==> src/rtl/phy_pkg.sv <==
// ============================================================================
// Module      : phy_pkg
// Description : Shared definitions for the two-lane serial PHY (rx and tx).
//               Holds the comma character, the number of consecutive commas
//               needed for lane alignment and the lane FSM state encoding.
// Revision    : 1.0 - initial release
// ============================================================================
`default_nettype none

package phy_pkg;

  // Alignment / idle character carried on every lane.
  localparam logic [7:0] COMMA       = 8'hBC;

  // Consecutive commas (including the one that locks the boundary) required
  // before a lane is declared active.
  localparam int         SYNC_COMMAS = 4;

  // Lane alignment state machine encoding.
  typedef enum logic [1:0] {
    SEARCH = 2'd0,
    SYNC   = 2'd1,
    ACTIVE = 2'd2
  } lane_state_e;

  function automatic logic is_comma_byte(input logic [7:0] b);
    return (b == COMMA);
  endfunction

endpackage

`default_nettype wire

==> src/rtl/phy_rx_if.sv <==
// ============================================================================
// Module      : phy_rx_if
// Description : Serial-lane / reassembled-word bundle of the PHY receiver.
//   in_rx_serial_0/1 : lane serial data, MSB first (master -> slave)
//   data_out[31:0]   : reassembled word, held between words (slave -> master)
//   validOut         : one-clk pulse on a new word (slave -> master)
//   active           : both lanes aligned (slave -> master)
//   err_count[7:0]   : saturating framing error count (slave -> master)
// Modports    : master = serial source / word consumer, slave = phy_rx.
// Revision    : 1.0 - initial release
// ============================================================================
`default_nettype none

interface phy_rx_if;

  logic        in_rx_serial_0;
  logic        in_rx_serial_1;
  logic [31:0] data_out;
  logic        validOut;
  logic        active;
  logic [7:0]  err_count;

  modport master (
    output in_rx_serial_0,
    output in_rx_serial_1,
    input  data_out,
    input  validOut,
    input  active,
    input  err_count
  );

  modport slave (
    input  in_rx_serial_0,
    input  in_rx_serial_1,
    output data_out,
    output validOut,
    output active,
    output err_count
  );

endinterface

`default_nettype wire

==> src/rtl/phy_rx_lane.sv <==
// ============================================================================
// Module      : phy_rx_lane
// Description : One receive lane. Shifts serial bits (MSB first) into an
//               8-bit window, locks the byte boundary on a comma and declares
//               the lane active after SYNC_COMMAS consecutive commas.
// Ports       :
//   clk, reset      : bit clock, asynchronous active-high reset
//   i_serial        : serial lane input
//   o_byte[7:0]     : last byte completed at a byte boundary
//   o_byte_strobe   : one-clk pulse when o_byte / o_is_comma are updated
//   o_is_comma      : o_byte equals the comma character
//   o_lane_active   : lane reached ACTIVE (held until reset)
// Revision    : 1.0 - initial release
// ============================================================================
`default_nettype none

module phy_rx_lane
  import phy_pkg::*;
(
  input  logic       clk,
  input  logic       reset,
  input  logic       i_serial,
  output logic [7:0] o_byte,
  output logic       o_byte_strobe,
  output logic       o_is_comma,
  output logic       o_lane_active
);

  lane_state_e r_state;
  lane_state_e w_state_next;

  logic [7:0]  r_window;
  logic [2:0]  r_bit_cnt;
  logic [2:0]  r_comma_cnt;
  logic [7:0]  r_byte;
  logic        r_strobe;
  logic        r_is_comma;

  logic [7:0]  w_window_next;
  logic        w_window_comma;
  logic        w_boundary;
  logic [2:0]  w_bit_cnt_next;
  logic [2:0]  w_comma_cnt_next;
  logic        w_strobe;

  // The window seen at this edge already includes the incoming bit, so a
  // byte is complete on the same edge that samples its last (LSB) bit.
  assign w_window_next  = {r_window[6:0], i_serial};
  assign w_window_comma = is_comma_byte(w_window_next);
  // Counter value 7 means this edge delivers the 8th bit since the boundary.
  assign w_boundary     = (r_bit_cnt == 3'd7);

  always_comb begin
    w_state_next     = r_state;
    w_bit_cnt_next   = r_bit_cnt + 3'd1;
    w_comma_cnt_next = r_comma_cnt;
    w_strobe         = 1'b0;

    case (r_state)
      SEARCH: begin
        if (w_window_comma) begin
          w_bit_cnt_next   = 3'd0;
          w_comma_cnt_next = 3'd1;
          w_state_next     = SYNC;
        end
      end

      SYNC: begin
        if (w_boundary) begin
          w_strobe = 1'b1;
          if (w_window_comma) begin
            w_comma_cnt_next = r_comma_cnt + 3'd1;
            if (r_comma_cnt == 3'(SYNC_COMMAS - 1)) begin
              w_state_next = ACTIVE;
            end
          end else begin
            w_comma_cnt_next = 3'd0;
            w_state_next     = SEARCH;
          end
        end
      end

      ACTIVE: begin
        // No loss-of-sync detection: the lane stays here until reset.
        if (w_boundary) begin
          w_strobe = 1'b1;
        end
      end

      default: begin
        w_state_next     = SEARCH;
        w_comma_cnt_next = 3'd0;
      end
    endcase
  end

  always_ff @(posedge clk or posedge reset) begin
    if (reset) begin
      r_state     <= SEARCH;
      r_window    <= 8'h00;
      r_bit_cnt   <= 3'd0;
      r_comma_cnt <= 3'd0;
      r_byte      <= 8'h00;
      r_strobe    <= 1'b0;
      r_is_comma  <= 1'b0;
    end else begin
      r_state     <= w_state_next;
      r_window    <= w_window_next;
      r_bit_cnt   <= w_bit_cnt_next;
      r_comma_cnt <= w_comma_cnt_next;
      r_strobe    <= w_strobe;
      if (w_strobe) begin
        r_byte     <= w_window_next;
        r_is_comma <= w_window_comma;
      end
    end
  end

  assign o_byte        = r_byte;
  assign o_byte_strobe = r_strobe;
  assign o_is_comma    = r_is_comma;
  assign o_lane_active = (r_state == ACTIVE);

endmodule

`default_nettype wire

==> src/rtl/phy_rx.sv <==
// ============================================================================
// Module      : phy_rx
// Description : Two-lane serial PHY receiver. Aligns each lane on commas,
//               then reassembles 32-bit words from two consecutive byte
//               pairs (lane0 carries bytes 3/1, lane1 carries bytes 2/0).
// Ports       :
//   clk     : serial bit clock
//   reset   : asynchronous active-high reset
//   rx      : phy_rx_if.slave (serial lanes in; data_out, validOut, active,
//             err_count out)
// Config      : PHY_RX_ERR_CNT_EN - when defined, err_count counts framing
//               errors (saturating at 255); otherwise it stays 0.
// Revision    : 1.0 - initial release
// ============================================================================
`default_nettype none

module phy_rx
  import phy_pkg::*;
(
  input  logic    clk,
  input  logic    reset,
  phy_rx_if.slave rx
);

`ifdef PHY_RX_ERR_CNT_EN
  localparam bit c_err_cnt_en = 1'b1;
`else
  localparam bit c_err_cnt_en = 1'b0;
`endif

  logic       w_serial      [2];
  logic [7:0] w_byte        [2];
  logic       w_strobe      [2];
  logic       w_is_comma    [2];
  logic       w_lane_active [2];

  logic        r_active;
  logic        r_phase;
  logic [15:0] r_upper;
  logic [31:0] r_data;
  logic        r_valid;
  logic [7:0]  r_err_cnt;

  logic w_pair;
  logic w_both_comma;
  logic w_one_comma;
  logic w_frame_err;

  assign w_serial[0] = rx.in_rx_serial_0;
  assign w_serial[1] = rx.in_rx_serial_1;

  for (genvar g = 0; g < 2; g++) begin : g_lane
    phy_rx_lane u_lane (
      .clk           (clk),
      .reset         (reset),
      .i_serial      (w_serial[g]),
      .o_byte        (w_byte[g]),
      .o_byte_strobe (w_strobe[g]),
      .o_is_comma    (w_is_comma[g]),
      .o_lane_active (w_lane_active[g])
    );
  end

  // Lanes are launched together, so their strobes coincide; requiring both
  // keeps a byte pair from being split across two boundaries.
  assign w_pair       = r_active & w_strobe[0] & w_strobe[1];
  assign w_both_comma = w_is_comma[0] & w_is_comma[1];
  assign w_one_comma  = w_is_comma[0] ^ w_is_comma[1];
  // Mixed comma/data pair, or idle arriving with only half a word stored.
  assign w_frame_err  = w_pair & (w_one_comma | (w_both_comma & r_phase));

  always_ff @(posedge clk or posedge reset) begin
    if (reset) begin
      r_active  <= 1'b0;
      r_phase   <= 1'b0;
      r_upper   <= 16'h0000;
      r_data    <= 32'h0000_0000;
      r_valid   <= 1'b0;
      r_err_cnt <= 8'h00;
    end else begin
      r_valid  <= 1'b0;
      // Registered AND: active rises one clk after the last lane locks,
      // which also keeps phase at 0 until the first pair seen while active.
      r_active <= w_lane_active[0] & w_lane_active[1];

      if (w_pair) begin
        if (!w_is_comma[0] && !w_is_comma[1]) begin
          if (!r_phase) begin
            r_upper <= {w_byte[0], w_byte[1]};
            r_phase <= 1'b1;
          end else begin
            r_data  <= {r_upper, w_byte[0], w_byte[1]};
            r_valid <= 1'b1;
            r_phase <= 1'b0;
          end
        end else begin
          // Idle or framing error: any partial word is dropped.
          r_upper <= 16'h0000;
          r_phase <= 1'b0;
        end
      end

      if (c_err_cnt_en && w_frame_err && (r_err_cnt != 8'hFF)) begin
        r_err_cnt <= r_err_cnt + 8'd1;
      end
    end
  end

  assign rx.data_out  = r_data;
  assign rx.validOut  = r_valid;
  assign rx.active    = r_active;
  assign rx.err_count = r_err_cnt;

endmodule

`default_nettype wire

==> src/flat_wrapper.sv <==
// flat-port wrapper written by rule: the top's interface ports become plain ports
module phy_rx_flat import phy_pkg::*;
  (clk, reset, rx_in_rx_serial_0, rx_in_rx_serial_1, rx_data_out, rx_validOut, rx_active, rx_err_count);
  phy_rx_if rx_i ();
  input  logic clk;
  input  logic reset;
  input wire logic [$bits(rx_i.in_rx_serial_0)-1:0] rx_in_rx_serial_0;
  input wire logic [$bits(rx_i.in_rx_serial_1)-1:0] rx_in_rx_serial_1;
  output wire logic [$bits(rx_i.data_out)-1:0] rx_data_out;
  output wire logic [$bits(rx_i.validOut)-1:0] rx_validOut;
  output wire logic [$bits(rx_i.active)-1:0] rx_active;
  output wire logic [$bits(rx_i.err_count)-1:0] rx_err_count;
  assign rx_i.in_rx_serial_0 = rx_in_rx_serial_0;
  assign rx_i.in_rx_serial_1 = rx_in_rx_serial_1;
  assign rx_data_out = rx_i.data_out;
  assign rx_validOut = rx_i.validOut;
  assign rx_active = rx_i.active;
  assign rx_err_count = rx_i.err_count;
  phy_rx u_core (.clk(clk), .reset(reset), .rx(rx_i));
endmodule
==> config.mk <==
export PLATFORM = sky130hd
export DESIGN_NAME = phy_rx_flat
export DESIGN_NICKNAME = d
export VERILOG_FILES = /design/src/rtl/phy_pkg.sv /design/src/rtl/phy_rx_if.sv /design/src/rtl/phy_rx_lane.sv /design/src/rtl/phy_rx.sv /design/src/flat_wrapper.sv
export SDC_FILE = /design/constraint.sdc
export NUM_CORES = 1
export LEC_CHECK = 0
export ABC_AREA = 1
export CORE_ASPECT_RATIO = 1.1
export CORE_MARGIN = 5
export CORE_UTILIZATION = 58
export CTS_BUF_LIST = sky130_fd_sc_hd__clkbuf_8
export CTS_CLUSTER_SIZE = 28
export DETAILED_ROUTE_END_ITERATION = 8
export GPL_TIMING_DRIVEN = 0
export PLACE_DENSITY = 0.82
export SLEW_MARGIN = 20
export SYNTH_ARGS = -nofsm -noshare
export SYNTH_HDL_FRONTEND = slang
export SYNTH_SLANG_ARGS = --single-unit
export TNS_END_PERCENT = 1
==> constraint.sdc <==
create_clock -name clk -period 4.4 [get_ports clk]
set_input_delay 0.88 -clock clk [delete_from_list [all_inputs] [get_ports clk]]
set_output_delay 0.88 -clock clk [all_outputs]
set_load 0.01 [all_outputs]
# Word level (Yosys, flattened, before mapping)
# Cells that the tools add are included.
# totals
reg_bits,101
output_inout_bits,42
elab_cells,91
# op_classes
addsub,4
eq_ne,17
mux,33
n_bitwise,5
reduce_logical,13
# op_table
operator,count
2-to-1 mux 16 bit,2
2-to-1 mux 3 bit,10
one-hot mux 3 bit (3 select lines),2
"equality test 8 bit, second input constant",2
2-to-1 mux 2 bit,8
"adder 3 x 1 -> 3 bit, second input constant",4
one-hot mux 2 bit (3 select lines),2
"inequality test 2 bit, second input constant",5
2-to-1 mux 1 bit,9
AND reduction 3 bit,3
AND reduction 4 bit,2
"equality test 3 x 2 -> 1 bit, second input constant",2
"equality test 3 bit, second input constant",2
"inequality test 3 bit, second input constant",2
"equality test 2 x 1 -> 1 bit, second input constant",2
"equality test 2 bit, second input constant",2
logical NOT 2 bit,2
OR reduction 2 bit,2
AND 1 bit,3
logical NOT 1 bit,2
inverter 1 bit,2
AND reduction 2 bit,1
logical AND 1 bit,1

# Longest topological paths before layout
# logic_depth
ltp_word,5
ltp_mapped,10
mapped_depth_nobuf,10

# Cells and area by module
# From an unflattened synthesis, not the netlist that was laid out.
# unflattened
hier_cells,493
hier_area_um2,4574.4
# by_module_without_submodules
mod,instances,cells_each,area_per_inst_um2,seq_area_each_um2
phy_rx,1,269,2429.8,1276.2
phy_rx_lane,2,112,1072.3,625.6

# Worst setup path after synthesis
# OpenSTA, ideal clock, no wires.
# synth_timing
kind,input-to-reg
startpoint,in rx_in_rx_serial_0
endpoint,reg u_core.g_lane[0].u_lane.r_comma_cnt[0]
setup_time_ns,0.062
arrival_time_ns,1.596
required_ns,4.338
setup_slack_ns,2.741
cell_stages,9
cell_sequence,inv_1 > nand2_1 > nor2_1 > nand2_1 > nor2_1 > nand2_1 > nand2_1 > nand2_1 > inv_1
# synth_between
elab_chain_cells,4
# synth_lines
element,line,source
from (decl),flat_wrapper.sv:7,input wire logic [$bits(rx_i.in_rx_serial_0)-1:0] rx_in_rx_serial_0;
equality test 8 bit *,phy_pkg.sv:27,return (b == COMMA);
2-to-1 mux 3 bit,phy_rx_lane.sv:71,if (w_window_comma) begin
2-to-1 mux 3 bit,phy_rx_lane.sv:69,if (w_boundary) begin
one-hot mux 3 bit (3 select lines),phy_rx_lane.sv:59,case (r_state)
to (signal assigned),phy_rx_lane.sv:110,r_comma_cnt <= w_comma_cnt_next;
to (decl),phy_rx_lane.sv:34,logic [2:0] r_comma_cnt;
# Mark *: on every way between the ends. The rest lies on a longest branch, timed or not. The select of a mux whose other input is x is not followed.
# A chain may end at the register's enable or synchronous reset.

# Worst setup path in the final report
# layout_timing
startpoint,reg u_core.r_active (netlist: u_core.rx.active)
endpoint,out rx_active
# layout_rtl
element,line,source
from (decl),phy_rx.sv:37,logic r_active;
from (signal assigned),phy_rx.sv:84,r_active <= w_lane_active[0] & w_lane_active[1];
to (decl),flat_wrapper.sv:11,output wire logic [$bits(rx_i.active)-1:0] rx_active;
# No word-level cell between the ends.

==> results.py <==
metrics = {
    "synthesis": {
        "synth-xor-area-share": 0,
        "syn_area_mm2": 0.00407,
        "synth_top_cell_by_area": "dfrtp_1",
        "synth_compound_area_frac": 0.101,
        "synthesis.instances": 409,
        "synthAdderAreaFrac": 0.0431,
        "synth_area_leaders": "dfrtp_1 62%, nand2_1 6.8%, inv_1 6.5%, ha_1 4.3%, nor2_1 3.8%",
        "ys_types": 21,
        "synthMuxAreaShare": 0,
        "synth_top_area_frac": 0.621,
        "ys_seq_area_frac": 0.621,
        "ys_ff_latch": 101,
        "syn_avg_cell_area_um2": 9.95,
        "synth_top_family_by_area": "simple AND/OR/NAND/NOR gates",
        "yosysWarnings": 8,
        "yosys.area_share.simple": 0.137,
    },
    "cells_and_area": {
        "nFillCells": 524,
        "mostFrequentLayoutCells": "101 x dfrtp_1, 74 x nand2_1, 69 x inv_1",
        "layout_commonest_cell": "dfrtp_1",
        "drive_above_1_share": 0.111,
        "antennaDiodeCount": 0,
        "fin_nets": 483,
        "area.growth.synth_to_final_pct": 17.4,
    },
    "critical_path": {
        "path_class": "flip-flop to output pin",
        "startpoint": "u_core.rx.active",
        "worstSetupEndpoint": "rx_active",
        "cpLargestDelayFamily": "buffers and inverters",
        "crit_buf_inv": 1,
        "worstRegToRegCells": 7,
        "arrival_ns": 1.30,
        "reg2reg_slack_ns": 2.77,
        "slowest_stage": "clkdlybuf4s50_1",
        "crit_chain": "clkdlybuf4s50_1",
        "cp-start-kind": "flip-flop",
        "rr_startpoint": "u_core.g_lane[1].u_lane.r_bit_cnt[0]",
        "r2r_end": "u_core.g_lane[1].u_lane.o_byte[3]",
        "cpPeakStageDelay_ns": 0.56,
        "cp_max_fo": 2,
        "cp-end-kind": "output pin",
        "required_ns": 3.52,
        "crit_cells": 1,
    },
    "timing": {
        "rsz0062_at_grt": "false",
        "slew_violations": 0,
        "period_share": 0.495,
        "final.min_clock_period_ns": 2.18,
        "hold_viol_final": 0,
        "max_freq_ghz": 0.459,
        "setup_tns_ns": 0,
        "hold_slack_ns": 0.368,
        "worst_clock_skew_ns": 0.0130,
        "final-setup-viol-count": 0,
    },
    "drt": {
        "dr.first_iter.drc_count": 120,
        "dr.pass1.iters": 6,
        "via_count": 2769,
        "wl_per_cell_um": 13.1,
        "drt-total-wl_um": 7260,
        "viasPerCell": 5.00,
        "drc": 0,
        "final_antenna_net_count": 0,
    },
    "floorplanning": {
        "die_w_um": 89.9,
        "fp.dieH_um": 97.8,
        "fp-row-count": 32,
        "start_util": 0.587,
        "die_area_mm2": 0.00879,
        "core_area_mm2": 0.00693,
        "io_pins": 46,
    },
    "grt": {
        "grt_pass1_wl_um": 12900,
        "overflow": 0,
        "grt_max_degree": 80,
        "first_global_vias": 2793,
        "grt_usage": 0.180,
        "antenna_found_initial": 0,
    },
    "place": {
        "port_buffers": 37,
        "gp_congestion": 0.748,
        "place.detailed.hpwl_um": 5310,
    },
    "clock_tree": {
        "cts-hold-fix-buffers": 0,
        "cts-root-buf": "clkbuf_8",
        "post_cts_buffers": 0,
        "cts_buffers": 9,
        "cts_tree": "built",
        "cts.sinks": 101,
        "cts_resized": 0,
        "clk_latency_ns": 0.36,
        "clock_path_buffers": 2,
        "path_clk_slew_ns": 0.10,
        "htree_levels": 3,
    },
    "job": {
        "drv_cap": 0,
    },
    "min_path": {
        "hold_path.class": "flip-flop to flip-flop",
    },
    "power_and_ir_drop": {
        "ir_drop_uv": 223,
        "p_leak_nw": 2.42,
        "cellPowerDensity_mw_per_mm2": 434,
    },
    "outcome": {
        "outcome": "finished clean",
    },
}
-- cell type report --
cell class                 instances  area (um^2)  area share
sequential                       101         2530       0.529
multi-input combinational        226         1170       0.245
tap                               85          106      0.0223
clock inverter                     6         47.5     0.00996
buffer                            19          135      0.0283
clock buffer                       9          124      0.0259
timing repair buffer              38          398      0.0833
inverter                          70          268      0.0561
-- metal layers --
metal,global-route usage,vias to the layer above,wire length (um)
li1,-,1370,-
met1,0.221,1336,3120
met2,0.301,51,3700
met3,0.0478,12,308
met4,0.0767,0,141
met5,0,-,0
-- synth_stat cells, drive strengths merged --
library cell  number
dfrtp            101
o21ai             26
nor3               1
nand3             13
a21oi             29
o22ai             13
or2                1
ha                14
nand3b             2
buf               17
nor2              42
inv               70
nand2             75
conb               1
clkbuf             2
nand4              2
-- state kept, by name, indices dropped and copies added (netlist names) --
| register | cells |
|---|---|
| u_core.g_lane.u_lane.o_byte | 16 |
| u_core.g_lane.u_lane.o_byte_strobe | 2 |
| u_core.g_lane.u_lane.o_is_comma | 2 |
| u_core.g_lane.u_lane.r_bit_cnt | 6 |
| u_core.g_lane.u_lane.r_comma_cnt | 6 |
| u_core.g_lane.u_lane.r_state | 4 |
| u_core.g_lane.u_lane.r_window | 14 |
| u_core.r_phase | 1 |
| u_core.r_upper | 16 |
| u_core.rx.active | 1 |
| u_core.rx.data_out | 32 |
| u_core.rx.validOut | 1 |
-- stage by stage --
step	power (mW)	utilization	area [um^2]	instances	setup slack [ns]
finish	2.07	0.689	4780	554	2.22
global route	2.22	0.689	4780	554	2.17
CTS	2.09	0.689	4780	554	2.21
detailed placement	1.57	0.665	4600	539	2.04
global placement	1.54	0.660	4570	538	-0.443
floorplan	1.46	-	4100	416	0.873
-- worst min path at each step --
stage / start / end / cells past startpoint
5_1_grt: u_core.g_lane[1].u_lane.r_window[5] / u_core.g_lane[1].u_lane.r_window[6] / 0
4_1_cts: u_core.g_lane[1].u_lane.r_window[5] / u_core.g_lane[1].u_lane.r_window[6] / 0
2_1_floorplan: u_core.g_lane[0].u_lane.r_window[0] / u_core.g_lane[0].u_lane.r_window[1] / 0
3_3_place_gp: u_core.g_lane[0].u_lane.r_window[0] / u_core.g_lane[0].u_lane.r_window[1] / 0
6_report: u_core.g_lane[1].u_lane.r_window[5] / u_core.g_lane[1].u_lane.r_window[6] / 0
3_5_place_dp: u_core.g_lane[1].u_lane.r_window[5] / u_core.g_lane[1].u_lane.r_window[6] / 0
-- kinds of logic after synthesis --
family,count (synthesis)
other,1
AND/OR/NAND/NOR,136
adder cells (fa/ha/maj),14
AO/OA/AOI/OAI,68
flip-flops,101
buffers and inverters,89
-- power breakdown --
group / internal, mW / switching (mW) / total, mW
Clock: 0.207 / 0.309 / 0.516
Sequential: 1.05 / 0.0555 / 1.11
Combinational: 0.148 / 0.302 / 0.449
Total: 1.41 / 0.666 / 2.07
No activity file was read; power rests on OpenSTA's default activity.
